### src/rtl/lc_host_pkg.sv
// Shared types for the MCSE lifecycle host requester.
// State enum, status encodings and default response bit positions.
package lc_host_pkg;

  typedef enum logic [2:0] {
    ST_IDLE,
    ST_REQ,
    ST_AUTH,
    ST_GAP,
    ST_DONE
  } lc_state_e;

  localparam logic [1:0] LC_ST_NONE    = 2'b00;
  localparam logic [1:0] LC_ST_PASS    = 2'b01;
  localparam logic [1:0] LC_ST_FAIL    = 2'b10;
  localparam logic [1:0] LC_ST_TIMEOUT = 2'b11;

  localparam int LC_ACK_BIT  = 0;
  localparam int LC_PASS_BIT = 1;
  localparam int LC_FAIL_BIT = 2;

  function automatic int cnt_w(input int n);
    return (n > 1) ? $clog2(n) : 1;
  endfunction

endpackage

### src/rtl/lc_phase_timer.sv
// Per-phase cycle counter, cleared on state entry.
// Flags expiry at LIMIT-1 and holds there instead of wrapping.
module lc_phase_timer
  import lc_host_pkg::*;
#(
  parameter int LIMIT = 1024
) (
  input  logic clk,
  input  logic rst,
  input  logic clr,
  output logic expired
);

  localparam int W = cnt_w(LIMIT);

  logic [W-1:0] cnt_q;

  assign expired = (cnt_q == W'(LIMIT - 1));

  always_ff @(posedge clk or negedge rst) begin
    if (!rst) begin
      cnt_q <= '0;
    end else if (clr) begin
      cnt_q <= '0;
    end else if (!expired) begin
      cnt_q <= cnt_q + 1'b1;
    end
  end

endmodule

### src/rtl/lc_host_requester.sv
// Host-side requester for the MCSE lifecycle transition handshake.
// Define LC_RESP_SYNC_EN to pass resp through a 2-flop synchronizer.
module lc_host_requester
  import lc_host_pkg::*;
#(
  parameter int ID_W      = 256,
  parameter int RESP_W    = 32,
  parameter int ACK_BIT   = LC_ACK_BIT,
  parameter int PASS_BIT  = LC_PASS_BIT,
  parameter int FAIL_BIT  = LC_FAIL_BIT,
  parameter int TIMEOUT   = 1024,
  parameter int MAX_RETRY = 3
) (
  input  logic              clk,
  input  logic              rst,
  input  logic              cmd_valid,
  output logic              cmd_ready,
  input  logic [ID_W-1:0]   cmd_transition_id,
  input  logic [ID_W-1:0]   cmd_auth_id,
  output logic [ID_W-1:0]   lc_transition_id,
  output logic              lc_transition_request_in,
  output logic [ID_W-1:0]   lc_authentication_id,
  output logic              lc_authentication_valid,
  input  logic [RESP_W-1:0] resp,
  output logic              busy,
  output logic              done,
  output logic [1:0]        status,
  output logic [1:0]        retries
);

  localparam int RW =
    (MAX_RETRY > 3) ? $clog2(MAX_RETRY + 1) : 2;

  lc_state_e   state_q, state_d;
  logic [1:0]  status_q, status_d;
  logic [RW-1:0] retry_q, retry_d;
  logic [ID_W-1:0] tid_q, aid_q;
  logic        accept, expired, ent;
  logic [2:0]  rb, rs;
  logic        resp_unused;

  assign resp_unused = ^resp;
  assign rb = {resp[FAIL_BIT], resp[PASS_BIT], resp[ACK_BIT]};

`ifdef LC_RESP_SYNC_EN
  logic [2:0] s1_q, s2_q;
  always_ff @(posedge clk or negedge rst) begin
    if (!rst) begin
      s1_q <= '0;
      s2_q <= '0;
    end else begin
      s1_q <= rb;
      s2_q <= s1_q;
    end
  end
  assign rs = s2_q;
`else
  assign rs = rb;
`endif

  assign accept = cmd_valid && (state_q == ST_IDLE);
  // Restart the phase count whenever a state is entered.
  assign ent = (state_d != state_q) || (state_q == ST_IDLE);

  lc_phase_timer #(
    .LIMIT (TIMEOUT)
  ) u_timer (
    .clk     (clk),
    .rst     (rst),
    .clr     (ent),
    .expired (expired)
  );

  always_comb begin
    state_d  = state_q;
    status_d = status_q;
    retry_d  = retry_q;
    unique case (state_q)
      ST_IDLE: begin
        if (cmd_valid) begin
          state_d  = ST_REQ;
          status_d = LC_ST_NONE;
          retry_d  = '0;
        end
      end
      ST_REQ: begin
        if (rs[0]) state_d = ST_AUTH;
        else if (expired) state_d = ST_GAP;
      end
      ST_AUTH: begin
        if (rs[2]) begin
          status_d = LC_ST_FAIL;
          state_d  = ST_DONE;
        end else if (rs[1]) begin
          status_d = LC_ST_PASS;
          state_d  = ST_DONE;
        end else if (expired) begin
          state_d = ST_GAP;
        end
      end
      ST_GAP: begin
        if (retry_q < RW'(MAX_RETRY)) begin
          retry_d = retry_q + 1'b1;
          state_d = ST_REQ;
        end else begin
          status_d = LC_ST_TIMEOUT;
          state_d  = ST_DONE;
        end
      end
      ST_DONE: state_d = ST_IDLE;
      default: state_d = ST_IDLE;
    endcase
  end

  always_ff @(posedge clk or negedge rst) begin
    if (!rst) begin
      state_q  <= ST_IDLE;
      status_q <= LC_ST_NONE;
      retry_q  <= '0;
      tid_q    <= '0;
      aid_q    <= '0;
    end else begin
      state_q  <= state_d;
      status_q <= status_d;
      retry_q  <= retry_d;
      if (accept) begin
        tid_q <= cmd_transition_id;
        aid_q <= cmd_auth_id;
      end
    end
  end

  generate
    if (RW > 2) begin : g_sat
      assign retries = (retry_q > RW'(3)) ?
        2'd3 : retry_q[1:0];
    end else begin : g_nosat
      assign retries = retry_q[1:0];
    end
  endgenerate

  assign cmd_ready = (state_q == ST_IDLE);
  assign busy      = (state_q != ST_IDLE);
  assign done      = (state_q == ST_DONE);
  assign status    = status_q;

  assign lc_transition_id         = tid_q;
  assign lc_authentication_id     = aid_q;
  assign lc_transition_request_in = (state_q == ST_REQ);
  assign lc_authentication_valid  = (state_q == ST_AUTH);

endmodule
### config.mk
export PLATFORM = sky130hd
export DESIGN_NAME = lc_host_requester
export DESIGN_NICKNAME = d
export VERILOG_FILES = /design/src/rtl/lc_host_pkg.sv /design/src/rtl/lc_phase_timer.sv /design/src/rtl/lc_host_requester.sv
export SDC_FILE = /design/constraint.sdc
export NUM_CORES = 1
export LEC_CHECK = 0
export ABC_AREA = 1
export CELL_PAD_IN_SITES_DETAIL_PLACEMENT = 1
export CELL_PAD_IN_SITES_GLOBAL_PLACEMENT = 2
export CORE_AREA = 5 5 411 413
export CTS_CLUSTER_DIAMETER = 100
export CTS_CLUSTER_SIZE = 10
export DETAILED_ROUTE_END_ITERATION = 6
export DIE_AREA = 0 0 416 418
export GPL_TIMING_DRIVEN = 0
export PLACE_DENSITY_LB_ADDON = 0.1
export SLEW_MARGIN = 20
export SYNTH_ARGS = -nofsm -noshare
export SYNTH_HDL_FRONTEND = slang
export SYNTH_SLANG_ARGS = --single-unit
### constraint.sdc
create_clock -name clk -period 1.9 [get_ports clk]
set_input_delay 0.38 -clock clk [delete_from_list [all_inputs] [get_ports clk]]
set_output_delay 0.38 -clock clk [all_outputs]
set_load 0.1 [all_outputs]
==> impl_results.md, run 1 <==
- Status: finished with violations
- Failing checks: hold timing, setup timing
- Worst Hold Class: input pin to asynchronous set/reset pin
- CTS tree: yes
- Critical path arrival: 1.61 ns
- Root buf cell: clkbuf_16
- Net Count, Synth: 1,748
- Synth Cell Area: 0.0201 mm²
- DRC violations left: 0
- Port Buffer Count: 1,038
- Post-layout minimum cycle time: 1.99 ns
- Pin count of the biggest net entering global routing: 87
- Fillers: 18.2k
- Highest-count cells in the layout ignoring fill and taps: dfrtp_1 (517), clkdlybuf4s50_1 (516), mux2_2 (512)
- Clock skew: 0.0179 ns
- RSZ-0062 raised after global routing: true
- CP endpoint kind: output pin
- Row cnt: 149
- Die height: 418 µm
- Max stage delay on crit path: 0.44 ns
- Slowest CP cell: dfrtp_2
- ANT nets after route: 0
- TritonCTS Buffers: 61
- Cell count after placement: 4,433
- Gate Count Post-Synth: 1,199
- FF-to-FF path depth: 7
- Area Overhead vs Synth: 71.0%
- Global-route wire length before repair: 148 mm
- Most common cell after layout, fill and taps aside: dfrtp_1
- Drt pass-1 iters: 4
- Hold-fix buffers, CTS: 3
- Crit path max-delay family: flip-flops
- Max Fanout on Critical Path: 4
- DR vias: 14.7k
- Worst Path Class, Setup: flop to output pin
- Req. time, crit path: 1.52 ns
- Worst Tran Pin Value: 0.555 ns
- Syn. warnings: 0
- Netlist cell types: 23
- Total Routed Length: 111 mm
- Hold WS: -0.259 ns
- Clk_lat worst skew: 0.67 ns
- CP bufs+invs: 3
- Final setup violation count: 5
- Initial antenna violation count: 49
- Routability cong.: 0.772
- Clock-pin slew on the worst setup and hold paths: 0.06 ns
- Fmax: 502 MHz
- Max Root-Sink Buffers: 3
- Global route overflow: 0
- H-tree depth: 2
- Final hold vios: 154
- R2R setup slack: 0 ns
- Die area: 0.174 mm²
- Worst-path cell chain: inv_4 > nand2_4 > nor2_4 > inv_2 > buf_12
- Core area: 0.164 mm²
- Sequential-to-total area share from yosys stat: 65.8%
- Count of cell instances traversed by the critical path: 5
- Final core utilization: 20.9%
- Syn Area/Cell: 16.8 µm²
- Critical Path Start Type: flop
- Tcrit/Tclk final: 105%
- Layout cells sized above 1: 52.0%
- Final slew viol count: 0
- I/O pin cnt: 1,068
- Final Non-Filler Cells: 4,554
- Post-DP HPWL: 89.8 mm
- Max-cap violation count: 0
- Number of synthesized register bits: 529
- WL per Instance: 24.4 µm
- DR iter-0 viols: 396
- Headroom to the max-slew limit: 63.0%
- Gr usage total: 12.1%
- Initial Utilization: 12.2%
- Nets: 2,874
- Final setup margin: -0.0903 ns
- Via density: 3.23
- Vias in the first global route: 17.0k
- Clock Sinks: 529
- Die X: 416 µm
-- synth_stat cells --
master / count / area (µm²)
a21oi_1: 3 / 15.0
nor4_1: 1 / 6.26
xnor2_1: 3 / 26.3
nand3_2: 2 / 20.0
inv_1: 19 / 71.3
nand3_1: 11 / 55.1
dfrtp_1: 529 / 13200
nand2_1: 19 / 71.3
nand3b_1: 1 / 7.51
o22ai_1: 1 / 6.26
inv_2: 1 / 3.75
nand2_2: 1 / 6.26
xor2_1: 4 / 35.0
nor2_2: 1 / 6.26
o21ai_0: 3 / 15.0
buf_2: 4 / 20.0
a31oi_1: 1 / 6.26
nor3_1: 2 / 10.0
ha_1: 2 / 25.0
mux2_2: 512 / 5770
nor2_1: 25 / 93.8
buf_6: 53 / 597
o211ai_1: 1 / 7.51
-- what timing repair did --
action	CTS	global route
setup buffers	9	2
gates cloned	0	4
endpoints found under the hold margin	49	154
endpoints found under the setup margin	1020	343
pin swaps	2	0
gates resized for setup	3079	25
-- metrics by stage --
stage                     hold WS [ns]  worst slack (ns)  cell area [µm²]  setup TNS (ns)
final                           -0.259           -0.0903            34400          -0.392
after global routing            -0.280            -0.225            34400          -20.37
after CTS                       -0.281            -0.194            34100          -0.908
after detailed placement         0.346            -0.706            33400         -221.33
after global placement           0.453            -29.37            33200               -
after floorplan                 0.0844            -0.411            20100           -1.42
-- cell families after synthesis --
| logic type | synth area share [%] |
|---|---|
| flip-flops | 65.8 |
| multiplexers | 28.7 |
| buffers and inverters | 3.44 |
| AND/OR/NAND/NOR | 1.38 |
| AO/OA/AOI/OAI | 0.249 |
| XOR/XNOR | 0.305 |
| adder cells (fa/ha/maj) | 0.124 |
-- routing by layer --
metal | wire length (µm) | GRT usage (%) | up-vias
li1 | - | - | 6444
met1 | 37500 | 12.0 | 7537
met2 | 61400 | 22.8 | 529
met3 | 7850 | 4.20 | 173
met4 | 4200 | 5.64 | 10
met5 | 58 | 0 | -
-- final cells by class --
| cell class | instances | area (µm²) | share of cell area (%) |
|---|---|---|---|
| Antenna cell | 29 | 72.6 | 0.211 |
| Buffer | 57 | 714 | 2.08 |
| Clock buffer | 66 | 1580 | 4.58 |
| Clock inverter | 8 | 101 | 0.295 |
| Inverter | 20 | 85.1 | 0.247 |
| Multi-Input combinational cell | 593 | 6250 | 18.2 |
| Sequential cell | 529 | 13300 | 38.5 |
| Tap cell | 2189 | 2740 | 7.96 |
| Timing Repair Buffer | 1063 | 9590 | 27.9 |
-- state kept, by name (all words and copies together), names as in the netlist --
register / count
u_timer.cnt_q: 10
lc_transition_id: 256
lc_authentication_id: 256
state_q: 3
status: 2
retries: 2
-- worst reg2reg max path, cell delays in order, from the launching register on --
cell and delay (ns):
dfrtp_2 0.44, buf_4 0.18, nor2_4 0.14, nand3_4 0.14, clkbuf_16 0.24, clkbuf_16 0.21
buf_6 0.15, mux2_2 0.28
-- worst paths after layout --
path,start,endpoint
setup / recovery,state_q[0]$_DFF_PN0_,busy
max in group asynchronous,rst,lc_authentication_id[78]$_DFFE_PN0P_
min in group clk,cmd_auth_id[151],lc_authentication_id[151]$_DFFE_PN0P_
hold / removal,rst,lc_transition_id[192]$_DFFE_PN0P_
hold reg to reg,u_timer.cnt_q[0]$_DFFE_PN0P_,u_timer.cnt_q[0]$_DFFE_PN0P_
setup reg to reg,state_q[0]$_DFF_PN0_,lc_authentication_id[34]$_DFFE_PN0P_
Power of run 1 is not shown: default switching activity piles up to over one toggle a cycle in this logic, so the estimate is an artifact.
==> run 2, diff against run 1 <==
- CORE_AREA: 5 5 411 413 -> 2 2 420 422
- DIE_AREA: 0 0 416 418 -> 0 0 422 424
==> run 2 against run 1 <==
Effect of this change: critical path type unchanged; highest routed layer is now met4; the run ends with setup timing left; core utilization down 0.63 points; global-route usage grew 0.42 points; cell count increased by 3.6%.
==> impl_results.md, run 2 (synthesis gave the netlist of run 1 again) <==
- Port Buffer Count: 1,038 (unchanged)
- Via density: 3.15 (-2.4%)
- Gr usage total: 12.6% (+0.42 points)
- Total Routed Length: 118 mm (+5.9%)
- DR iter-0 viols: 367 (-7.3%)
- Nets: 2,904 (+1.0%)
- Clock skew: 0.0252 ns (+0.00730 ns)
- TritonCTS Buffers: 67 (+9.8%)
- RSZ-0062 raised after global routing: true
- Worst Path Class, Setup: flop to output pin
- Global route overflow: 0 (unchanged)
- Global-route wire length before repair: 154 mm (+4.2%)
- Tcrit/Tclk final: 105% (+0.36 points)
- Crit path max-delay family: flip-flops
- Status: finished with violations
- Die area: 0.179 mm² (+2.9%)
- Layout cells sized above 1: 53.1% (+1.0 points)
- Clock Sinks: 529 (unchanged)
- DRC violations left: 0 (unchanged)
- Final slew viol count: 0 (unchanged)
- Core area: 0.175 mm² (+6.4%)
- Slowest CP cell: dfrtp_2
- CTS tree: yes
- Clock-pin slew on the worst setup and hold paths: 0.06 ns (about the same)
- Highest-count cells in the layout ignoring fill and taps: dfrtp_1 (517), clkdlybuf4s50_1 (516), mux2_2 (511)
- Critical path arrival: 1.62 ns (about the same)
- Post-layout minimum cycle time: 2.00 ns (+0.00682 ns)
- R2r endpoint: lc_authentication_id[86]$_DFFE_PN0P_
- I/O pin cnt: 1,068 (unchanged)
- RR Startpoint: state_q[0]$_DFF_PN0_
- Most common cell after layout, fill and taps aside: dfrtp_1
- Critical Path Start Type: flop
- Max-cap violation count: 0 (unchanged)
- Vias in the first global route: 16.7k (-1.7%)
- Count of cell instances traversed by the critical path: 4 (-1)
- Fillers: 19.4k (+6.8%)
- CP bufs+invs: 3 (unchanged)
- Area Overhead vs Synth: 76.5%
- Final hold vios: 0 (-100%)
- Final core utilization: 20.3% (-0.63 points)
- Post-DP HPWL: 93.1 mm (+3.7%)
- Worst Hold Class: input pin to asynchronous set/reset pin
- Crit path capture: busy
- Top cell by count, worst path: buf_12
- Initial antenna violation count: 40 (-18%)
- Max Fanout on Critical Path: 3 (-1)
- Clk_lat worst skew: 0.66 ns (about the same)
- Final setup violation count: 55 (+50)
- Die height: 424 µm (+1.4%)
- Root buf cell: clkbuf_16
- Req. time, crit path: 1.52 ns (about the same)
- Max Root-Sink Buffers: 3 (unchanged)
- Die X: 422 µm (+1.4%)
- CP endpoint kind: output pin
- Max stage delay on crit path: 0.45 ns (about the same)
- DR vias: 14.9k (+1.1%)
- Drt pass-1 iters: 4 (unchanged)
- H-tree depth: 3 (+1)
- Worst Tran Pin Value: 0.539 ns (-0.0162 ns)
- Pin count of the biggest net entering global routing: 86 (-1.1%)
- Routability cong.: 0.773 (+0.18%)
- Row cnt: 154 (+3.4%)
- WL per Instance: 24.9 µm (+2.2%)
- Critical path origin: state_q[2]$_DFF_PN0_
- ANT nets after route: 0 (unchanged)
- Fmax: 501 MHz (-0.34%)
- FF-to-FF path depth: 8 (+1)
- Initial Utilization: 11.5% (-0.74 points)
- Headroom to the max-slew limit: 64.3% (+1.3 points)
- Worst-path cell chain: buf_12 > nor2_4 > inv_2 > buf_12
- Failing checks: setup timing
- R2R setup slack: -0.03 ns (-0.03 ns)
- Final setup margin: -0.0972 ns (-0.00682 ns)
==> run 2: changes by cell type in the layout (fill, tap and decap cells not counted), sizes merged <==
cell / previous run / this run
buf: 596 / 602
bufinv: 1 / 0
clkbuf: 73 / 100
clkinv: 3 / 4
clkinvlp: 4 / 2
diode: 29 / 7
inv: 20 / 25
nand3: 13 / 14
==> run 2: what timing repair did <==
item,CTS,global route
hold buffers,1,0
endpoints found under the hold margin,170,0
gates resized for setup,3080,99
gates cloned,0,21
endpoints found under the setup margin,1013,415
buffers inserted,10,10
pin swaps,1,5
==> run 2: worst register-to-register path: stages (launching register included) <==
cell       delay [ns]
dfrtp_2          0.44
buf_6            0.14
nor2_4           0.11
nand3_4          0.11
buf_12           0.15
clkbuf_16        0.20
clkbuf_16        0.24
buf_12           0.16
mux2_2           0.27
==> run 2: worst min path at each step <==
stage / from / end / slack (ns) / cells after the start
after floorplan: rst / lc_authentication_id[0]$_DFFE_PN0P_ / 0.08 / 0
after global placement: u_timer.cnt_q[0]$_DFFE_PN0P_ / u_timer.cnt_q[0]$_DFFE_PN0P_ / 0.45 / 1
after detailed placement: rst / lc_transition_id[47]$_DFFE_PN0P_ / 0.25 / 1
after CTS: rst / lc_transition_id[47]$_DFFE_PN0P_ / 0.07 / 2
after global routing: rst / lc_transition_id[46]$_DFFE_PN0P_ / 0.14 / 2
final: rst / lc_transition_id[47]$_DFFE_PN0P_ / 0.16 / 2
==> run 2: metal layers <==
layer	up-vias	global-route usage (%)	share of wire [%]
met1	7722	13.1	36
met5	-	0	0
met2	479	24.6	57
met4	0	3.26	1.9
li1	6509	-	-
met3	151	3.20	5.3
==> run 2: area by class of cell <==
type	instances	area [µm²]	share of cell area [%]
Sequential cell	529	13300	37.3
Antenna cell	7	17.5	0.0494
Tap cell	2340	2930	8.25
Clock buffer	76	1780	5.03
Multi-Input combinational cell	594	6300	17.8
Inverter	20	80.1	0.226
Buffer	57	983	2.77
Clock inverter	11	113	0.317
Timing Repair Buffer	1086	10000	28.2
==> run 2: metrics by stage <==
stage / cell area, µm² / hold slack, ns / cells / setup TNS (ns) / setup slack, ns
after CTS: 34400 / 0.0681 / 4682 / -0.843 / -0.185
after global placement: 33400 / 0.451 / 4577 / - / -28.96
after floorplan: 20100 / 0.0844 / 1199 / -1.42 / -0.411
after detailed placement: 33600 / 0.246 / 4584 / -209.22 / -0.556
final: 35500 / 0.156 / 4720 / -1.03 / -0.0972
after global routing: 35500 / 0.138 / 4714 / -10.06 / -0.193
Power of run 2 is left out for the same reason.
